`src/rtl/pipe_method_demux.sv`:
```
// pipe_method_demux
// Assembles 32-bit beat-stream messages (one header beat plus 0..MAX_ARGS
// argument beats) into a DEPTH-entry FIFO and dispatches the head message to
// one of NUM_METHODS method ports using ENA/RDY handshakes.
// Optional feature: define PIPE_DEMUX_ERRCNT_EN to add the saturating
// 16-bit dropped-message counter on the 'errors' port.
module pipe_method_demux #(
  parameter int NUM_METHODS = 4,
  parameter int MAX_ARGS    = 3,
  parameter int DEPTH       = 4
) (
  input  logic                     CLK,
  input  logic                     RST,
  input  logic                     pipe_enq__ENA,
  input  logic [31:0]              pipe_enq_v,
  output logic                     pipe_enq__RDY,
  output logic [NUM_METHODS-1:0]   method__ENA,
  output logic [MAX_ARGS*32-1:0]   method_args,
  output logic [7:0]               method_len,
  input  logic [NUM_METHODS-1:0]   method__RDY
`ifdef PIPE_DEMUX_ERRCNT_EN
  ,
  output logic [15:0]              errors
`endif
);

  localparam int AW   = $clog2(DEPTH);
  localparam int IDW  = (NUM_METHODS > 1) ? $clog2(NUM_METHODS) : 1;
  localparam int ARGW = MAX_ARGS * 32;

  typedef enum logic [1:0] {
    S_HDR  = 2'd0,
    S_ARG  = 2'd1,
    S_DROP = 2'd2
  } state_t;

  state_t          state;
  logic [7:0]      beat_idx;
  logic [7:0]      beat_len;
  logic [AW:0]     wr_ptr;
  logic [AW:0]     rd_ptr;
  logic [AW-1:0]   wa;
  logic [AW-1:0]   ra;

  logic [IDW-1:0]  mem_id   [DEPTH];
  logic [7:0]      mem_len  [DEPTH];
  logic [ARGW-1:0] mem_args [DEPTH];

  logic [ARGW-1:0] held_args;
  logic [7:0]      held_len;

  logic [15:0]     hdr_id;
  logic [7:0]      hdr_len;
  logic            hdr_valid;
  logic            accept;
  logic            last_beat;
  logic            push;
  logic            pop;
  logic            fifo_full;
  logic            fifo_empty;
  logic [IDW-1:0]  head_id;

  assign hdr_id     = pipe_enq_v[15:0];
  assign hdr_len    = pipe_enq_v[23:16];
  assign hdr_valid  = (hdr_id < 16'(NUM_METHODS)) && (hdr_len <= 8'(MAX_ARGS));

  assign wa         = wr_ptr[AW-1:0];
  assign ra         = rd_ptr[AW-1:0];
  assign fifo_empty = (wr_ptr == rd_ptr);
  assign fifo_full  = (wr_ptr[AW] != rd_ptr[AW]) && (wa == ra);

  // Headers wait for a free slot; once a message is under way its slot is
  // already reserved, so argument and drop beats are always taken.
  assign pipe_enq__RDY = (state == S_HDR) ? !fifo_full : 1'b1;
  assign accept        = pipe_enq__ENA & pipe_enq__RDY;
  assign last_beat     = (beat_idx == beat_len - 8'd1);
  assign push          = accept &&
                         (((state == S_HDR) && hdr_valid && (hdr_len == 8'd0)) ||
                          ((state == S_ARG) && last_beat));

  assign head_id       = mem_id[ra];
  assign pop           = !fifo_empty && method__RDY[head_id];

  // Strict head-of-line dispatch: only the head's method may fire.
  always_comb begin
    method__ENA = '0;
    if (pop) method__ENA[head_id] = 1'b1;
  end

  // Head fields come straight from the FIFO; while empty the last head is held.
  assign method_args = fifo_empty ? held_args : mem_args[ra];
  assign method_len  = fifo_empty ? held_len  : mem_len[ra];

  // Assembler FSM, write pointer and (optionally) the drop counter.
  // NOTE: sequential state uses non-blocking assignments only, so every
  // register samples the values from before this edge regardless of order.
  always_ff @(posedge CLK or posedge RST) begin
    if (RST) begin
      state    <= S_HDR;
      beat_idx <= 8'd0;
      beat_len <= 8'd0;
      wr_ptr   <= '0;
`ifdef PIPE_DEMUX_ERRCNT_EN
      errors   <= 16'd0;
`endif
    end else begin
      if (push) wr_ptr <= wr_ptr + {{AW{1'b0}}, 1'b1};
      if (accept) begin
        case (state)
          S_HDR: begin
            beat_idx <= 8'd0;
            beat_len <= hdr_len;
            if (hdr_len != 8'd0) state <= hdr_valid ? S_ARG : S_DROP;
`ifdef PIPE_DEMUX_ERRCNT_EN
            if (!hdr_valid && (errors != 16'hFFFF)) errors <= errors + 16'd1;
`endif
          end
          S_ARG, S_DROP: begin
            beat_idx <= beat_idx + 8'd1;
            if (last_beat) state <= S_HDR;
          end
          default: state <= S_HDR;
        endcase
      end
    end
  end

  // Message storage: the header clears the reserved slot, then each argument
  // beat lands in its word, so unused words are always zero.
  // NOTE: the storage array has no reset; every slot is fully rewritten by its
  // header before it can become visible, and the empty-FIFO outputs come from
  // the reset-cleared hold registers instead.
  always_ff @(posedge CLK) begin
    if (accept && (state == S_HDR) && hdr_valid) begin
      mem_id[wa]   <= hdr_id[IDW-1:0];
      mem_len[wa]  <= hdr_len;
      mem_args[wa] <= '0;
    end
    if (accept && (state == S_ARG)) begin
      for (int k = 0; k < MAX_ARGS; k++) begin
        if (beat_idx == 8'(k)) mem_args[wa][32*k +: 32] <= pipe_enq_v;
      end
    end
  end

  // Read pointer and hold copy of the head for the empty-FIFO output values.
  always_ff @(posedge CLK or posedge RST) begin
    if (RST) begin
      rd_ptr    <= '0;
      held_args <= '0;
      held_len  <= 8'd0;
    end else begin
      if (pop) rd_ptr <= rd_ptr + {{AW{1'b0}}, 1'b1};
      if (!fifo_empty) begin
        held_args <= mem_args[ra];
        held_len  <= mem_len[ra];
      end
    end
  end

endmodule

```
`config.mk`:
```
export PLATFORM = sky130hd
export DESIGN_NAME = pipe_method_demux
export DESIGN_NICKNAME = d
export VERILOG_FILES = /design/src/rtl/pipe_method_demux.sv
export SDC_FILE = /design/constraint.sdc
export NUM_CORES = 1
export LEC_CHECK = 0
export ABC_CLOCK_PERIOD_IN_PS = 3400
export BUFFER_PORTS_ARGS = -buffer_cell sky130_fd_sc_hd__buf_2
export CAP_MARGIN = 30
export CORE_MARGIN = 2
export CORE_UTILIZATION = 54
export DETAILED_ROUTE_END_ITERATION = 10
export PLACE_DENSITY = 0.82
export SLEW_MARGIN = 20
export SYNTH_ARGS = -nofsm -noshare
export SYNTH_HDL_FRONTEND = slang
export SYNTH_SLANG_ARGS = --single-unit
```
`constraint.sdc`:
```
create_clock -name CLK -period 3.4 [get_ports CLK]
set_input_delay 0 -clock CLK [delete_from_list [all_inputs] [get_ports CLK]]
set_output_delay 0 -clock CLK [all_outputs]
set_load 0.1 [all_outputs]
```
==> results list <==
- Status: complete, no violations
- CTS Root Buffer Type: clkbuf_16
- Worst relative slew slack: 0.420
- For this configuration, the core starts out at a cell density of 0.546.
- The endpoint identified for the worst register-to-register timing path is mem_args[3][17].
- The later pin in the worst-skew pair is clocked with a latency of 0.60 ns.
- For this design, the sink count on the clock tree is 552.
- Number of remaining DRC errors: 0
- The via count of the first global-routing pass came to 11446.
- The floorplan step set the die height to around 200 µm.
* Die outline width: 204 µm
- Clock-pin slew reported for the worst setup and hold paths after clock tree synthesis: about 0.060 ns
* Main flop type after synthesis: edfxtp_1
- The most critical setup path has its endpoint at method__ENA[1].
* Synthesized Nets: 1144
* R2R depth: 7
- Slowest library cell on the worst path: mux4_2
- Fraction of the yosys area taken by sequential cells: 0.737
- Clock skew on the completed layout was measured at 0.0178 ns.
- The core region is between 0.03 and 0.04 mm².
- Most frequent standard cell in the layout excluding fill and tap cells: edfxtp_1
* Largest area contributor in the netlist: edfxtp_1
* Total detailed-routing wirelength: 47.9 mm
- Maximum clock insertion buffer count: 3
* Number of buffers inserted by port buffering: 147
- Number of warning messages in the yosys log: 0
- Maximum number of pins on one net before global-route repair: between 50 and 60
- Counting the buffers created by CTS gives 54.
* Final critical path time including I/O delays and setup: 3.23 ns
- Post-route antenna net violation count: 0
- The critical path in this run is classified as reg -> out.
- Post-detailed-route wirelength per cell: about 25 µm
- Reported max-cap violation count: 0
- The H-tree was split into 2 levels.
- Setup repair after global routing left no endpoint under its margin.
- Number of pins exceeding their max-slew limit in the final report: 0
- Iter 0 DRT Violations: just over 1000
- Setup slack on the worst reg-to-reg path comes out at between 0.2 and 0.25 ns.
- Final setup fails: 0
* Actual transition at the worst max-transition pin: between 0.8 and 0.9 ns
- The critical path starts at rd_ptr[1].
- The number of hold violations in the final report came to 0.
* EDFF count, synth: 424
- Ranked by total cell area, the synthesized netlist is headed by edfxtp_1 59%, dfrtp_1 15%, mux4_2 11%.
- The initialized floorplan defines 73 standard-cell rows.
- Routed vias: roughly 11000
- Buffers & Inverters on Critical Path: 2
- TritonCTS built the clock tree.
* Number of buffers inserted to repair setup after CTS: 0
- Crit share post-route: 0.950
- Area share of the largest cell type after synthesis: 0.589
- Gpl congestion: 0.844
- Endpoint class of the critical path: primary output
* Growth of design area from synthesis to finish: 17.1%
- Fmax: 310 MHz
- Overflow left after global routing: 0
- After the last flow step, the layout net total stands at between 1000 and 1500.
- HPWL after detailed placement: 29.3 mm
- The first global-routing pass estimated around 72 mm of wire.
* Class of the tightest hold or removal check: in -> reg
- Worst-case setup slack after placement: around 0.37 ns
- Fraction of final layout cells sized beyond drive strength 1: 0.383
- Maximum cell stage delay along the critical path: ~0.50 ns
* Fill cells: 2601
* Kind of start point of the critical path: register
* FF+latch count, synth: between 500 and 600
* Cell chain of the critical path: buf_6 -> mux4_2 -> mux4_2 -> and2_4 -> nand2_1 -> nor2_1 -> buf_2
* Crit path setup slack, layout: around 0.17 ns
- Data on the critical path is required at its endpoint by approximately 3.4 ns.
- In the global route stage, overall resource usage came out at 0.235.
- The top cell types in the final layout, fill and taps aside, are 424 x edfxtp_1, 147 x buf_2, 126 x dfrtp_1, 112 x mux2_2, 107 x mux4_2.
* Number of distinct library cell variants in the gate-level netlist after synthesis: 55
- about 150 I/O pins were placed.
- Data on the critical path arrives at its endpoint at between 3 and 4 ns.
- The first TritonRoute pass finished after 5 iterations.
* Antenna violations before repair: 4
- Share of flip-flops with an asynchronous set or reset: 0.232
- Summing every instance area after synthesis gives between 0.02 and 0.025 mm².
* Syn Area/Cell: 19.8 µm²
* Cell count after synthesis: about 1100
- CP most frequent cell: mux4_2
- The die covers around 0.042 mm².
- Via/cell ratio: around 6.0
- The cell family contributing the most delay on the critical path is buffers and inverters.
- In this run the critical register-to-register path is launched from state[1].
* Crit. path cell count: 7
* Critical path peak fanout: 57
==> logic make-up after synthesis <==
| kind of cell | count (synthesis) | share of synthesized area |
|---|---|---|
| flip-flops | 552 | 0.737 |
| multiplexers | 222 | 0.171 |
| AND/OR/NAND/NOR | 188 | 0.0515 |
| buffers and inverters | 71 | 0.0143 |
| AO/OA/AOI/OAI | 30 | 0.0113 |
| XOR/XNOR | 16 | 0.00752 |
| adder cells (fa/ha/maj) | 13 | 0.00752 |
==> routing by layer <==
layer / wire [µm] / up-vias / global-route usage / share of wire
met3: 4530 / 126 / 0.0494 / 0.095
li1: - / 4771 / - / -
met1: 18100 / 5860 / 0.322 / 0.38
met5: 0 / - / 0 / 0
met2: 23500 / 594 / 0.379 / 0.49
met4: 1720 / 0 / 0.0841 / 0.036
==> sequential cells by signal, summed over array words and instances (netlist names) <==
register / flops
mem_args: 384
held_args: 96
mem_len: 32
beat_idx: 8
beat_len: 8
held_len: 8
mem_id: 8
rd_ptr: 3
wr_ptr: 3
state: 2
==> layout make-up <==
cell class                 instances  area [µm²]  area share
clock inverter                    31         300      0.0119
inverter                          13        52.6     0.00207
multi-input combinational        469        5430       0.214
timing repair buffer             213        1460      0.0576
tap                              525         657      0.0259
sequential                       552       15900       0.629
clock buffer                      69        1470      0.0580
antenna                            6        15.0    0.000593
==> through the flow <==
step	TNS, ns	utilization	hold slack [ns]	std cells	cell area (µm²)
floorplan	-71.88	-	0.0989	1092	21600
global placement	0	0.584	0.147	1737	23200
detailed placement	0	0.585	0.153	1738	23200
CTS	0	0.639	0.0159	1872	25300
global route	0	0.639	0.0428	1873	25300
finish	0	0.639	0.0383	1878	25300
==> worst register-to-register path, cell delays in order (launching register included) <==
cell and delay, ns:
dfrtp_1 0.39, inv_1 0.10, ha_1 0.39, o311ai_4 0.32
nor2_1 0.44, a21oi_1 0.21, nor2b_2 0.73, buf_12 0.28
==> cell usage after synthesis, types with 11 or more instances <==
master    instances
xnor2_1          11
inv_1            13
edfxtp_1        424
mux4_2          107
dfrtp_1         128
and3_1          101
mux2_2          112
nor2_1           12
buf_2            20
nand2_1          20
clkbuf_1         26
ha_1             13
nor2b_1          14
==> what timing repair did <==
| action | in CTS | in global routing |
|---|---|---|
| hold buffers | 34 | 0 |
| hold endpoints to repair | 398 | 0 |
| gates cloned | 0 | 0 |
| setup endpoints to repair | 52 | 9 |
| resized for setup | 2 | 1 |
==> how the worst min path moves through the flow <==
| stage | from | to | slack, ns | cells after the start |
|---|---|---|---|---|
| CTS | method__RDY[3] | rd_ptr[1] | 0.02 | 5 |
| global placement | RST | held_args[61] | 0.15 | 2 |
| finish | method__RDY[3] | rd_ptr[1] | 0.04 | 5 |
| detailed placement | RST | held_args[61] | 0.15 | 2 |
| global route | method__RDY[2] | rd_ptr[1] | 0.04 | 5 |
| floorplan | pipe_enq_v[0] | mem_id[0][0] | 0.1 | 0 |
Power is left out: the tool's default activity adds up to more than one toggle a clock period on the data nets, which glitch-free logic cannot reach.
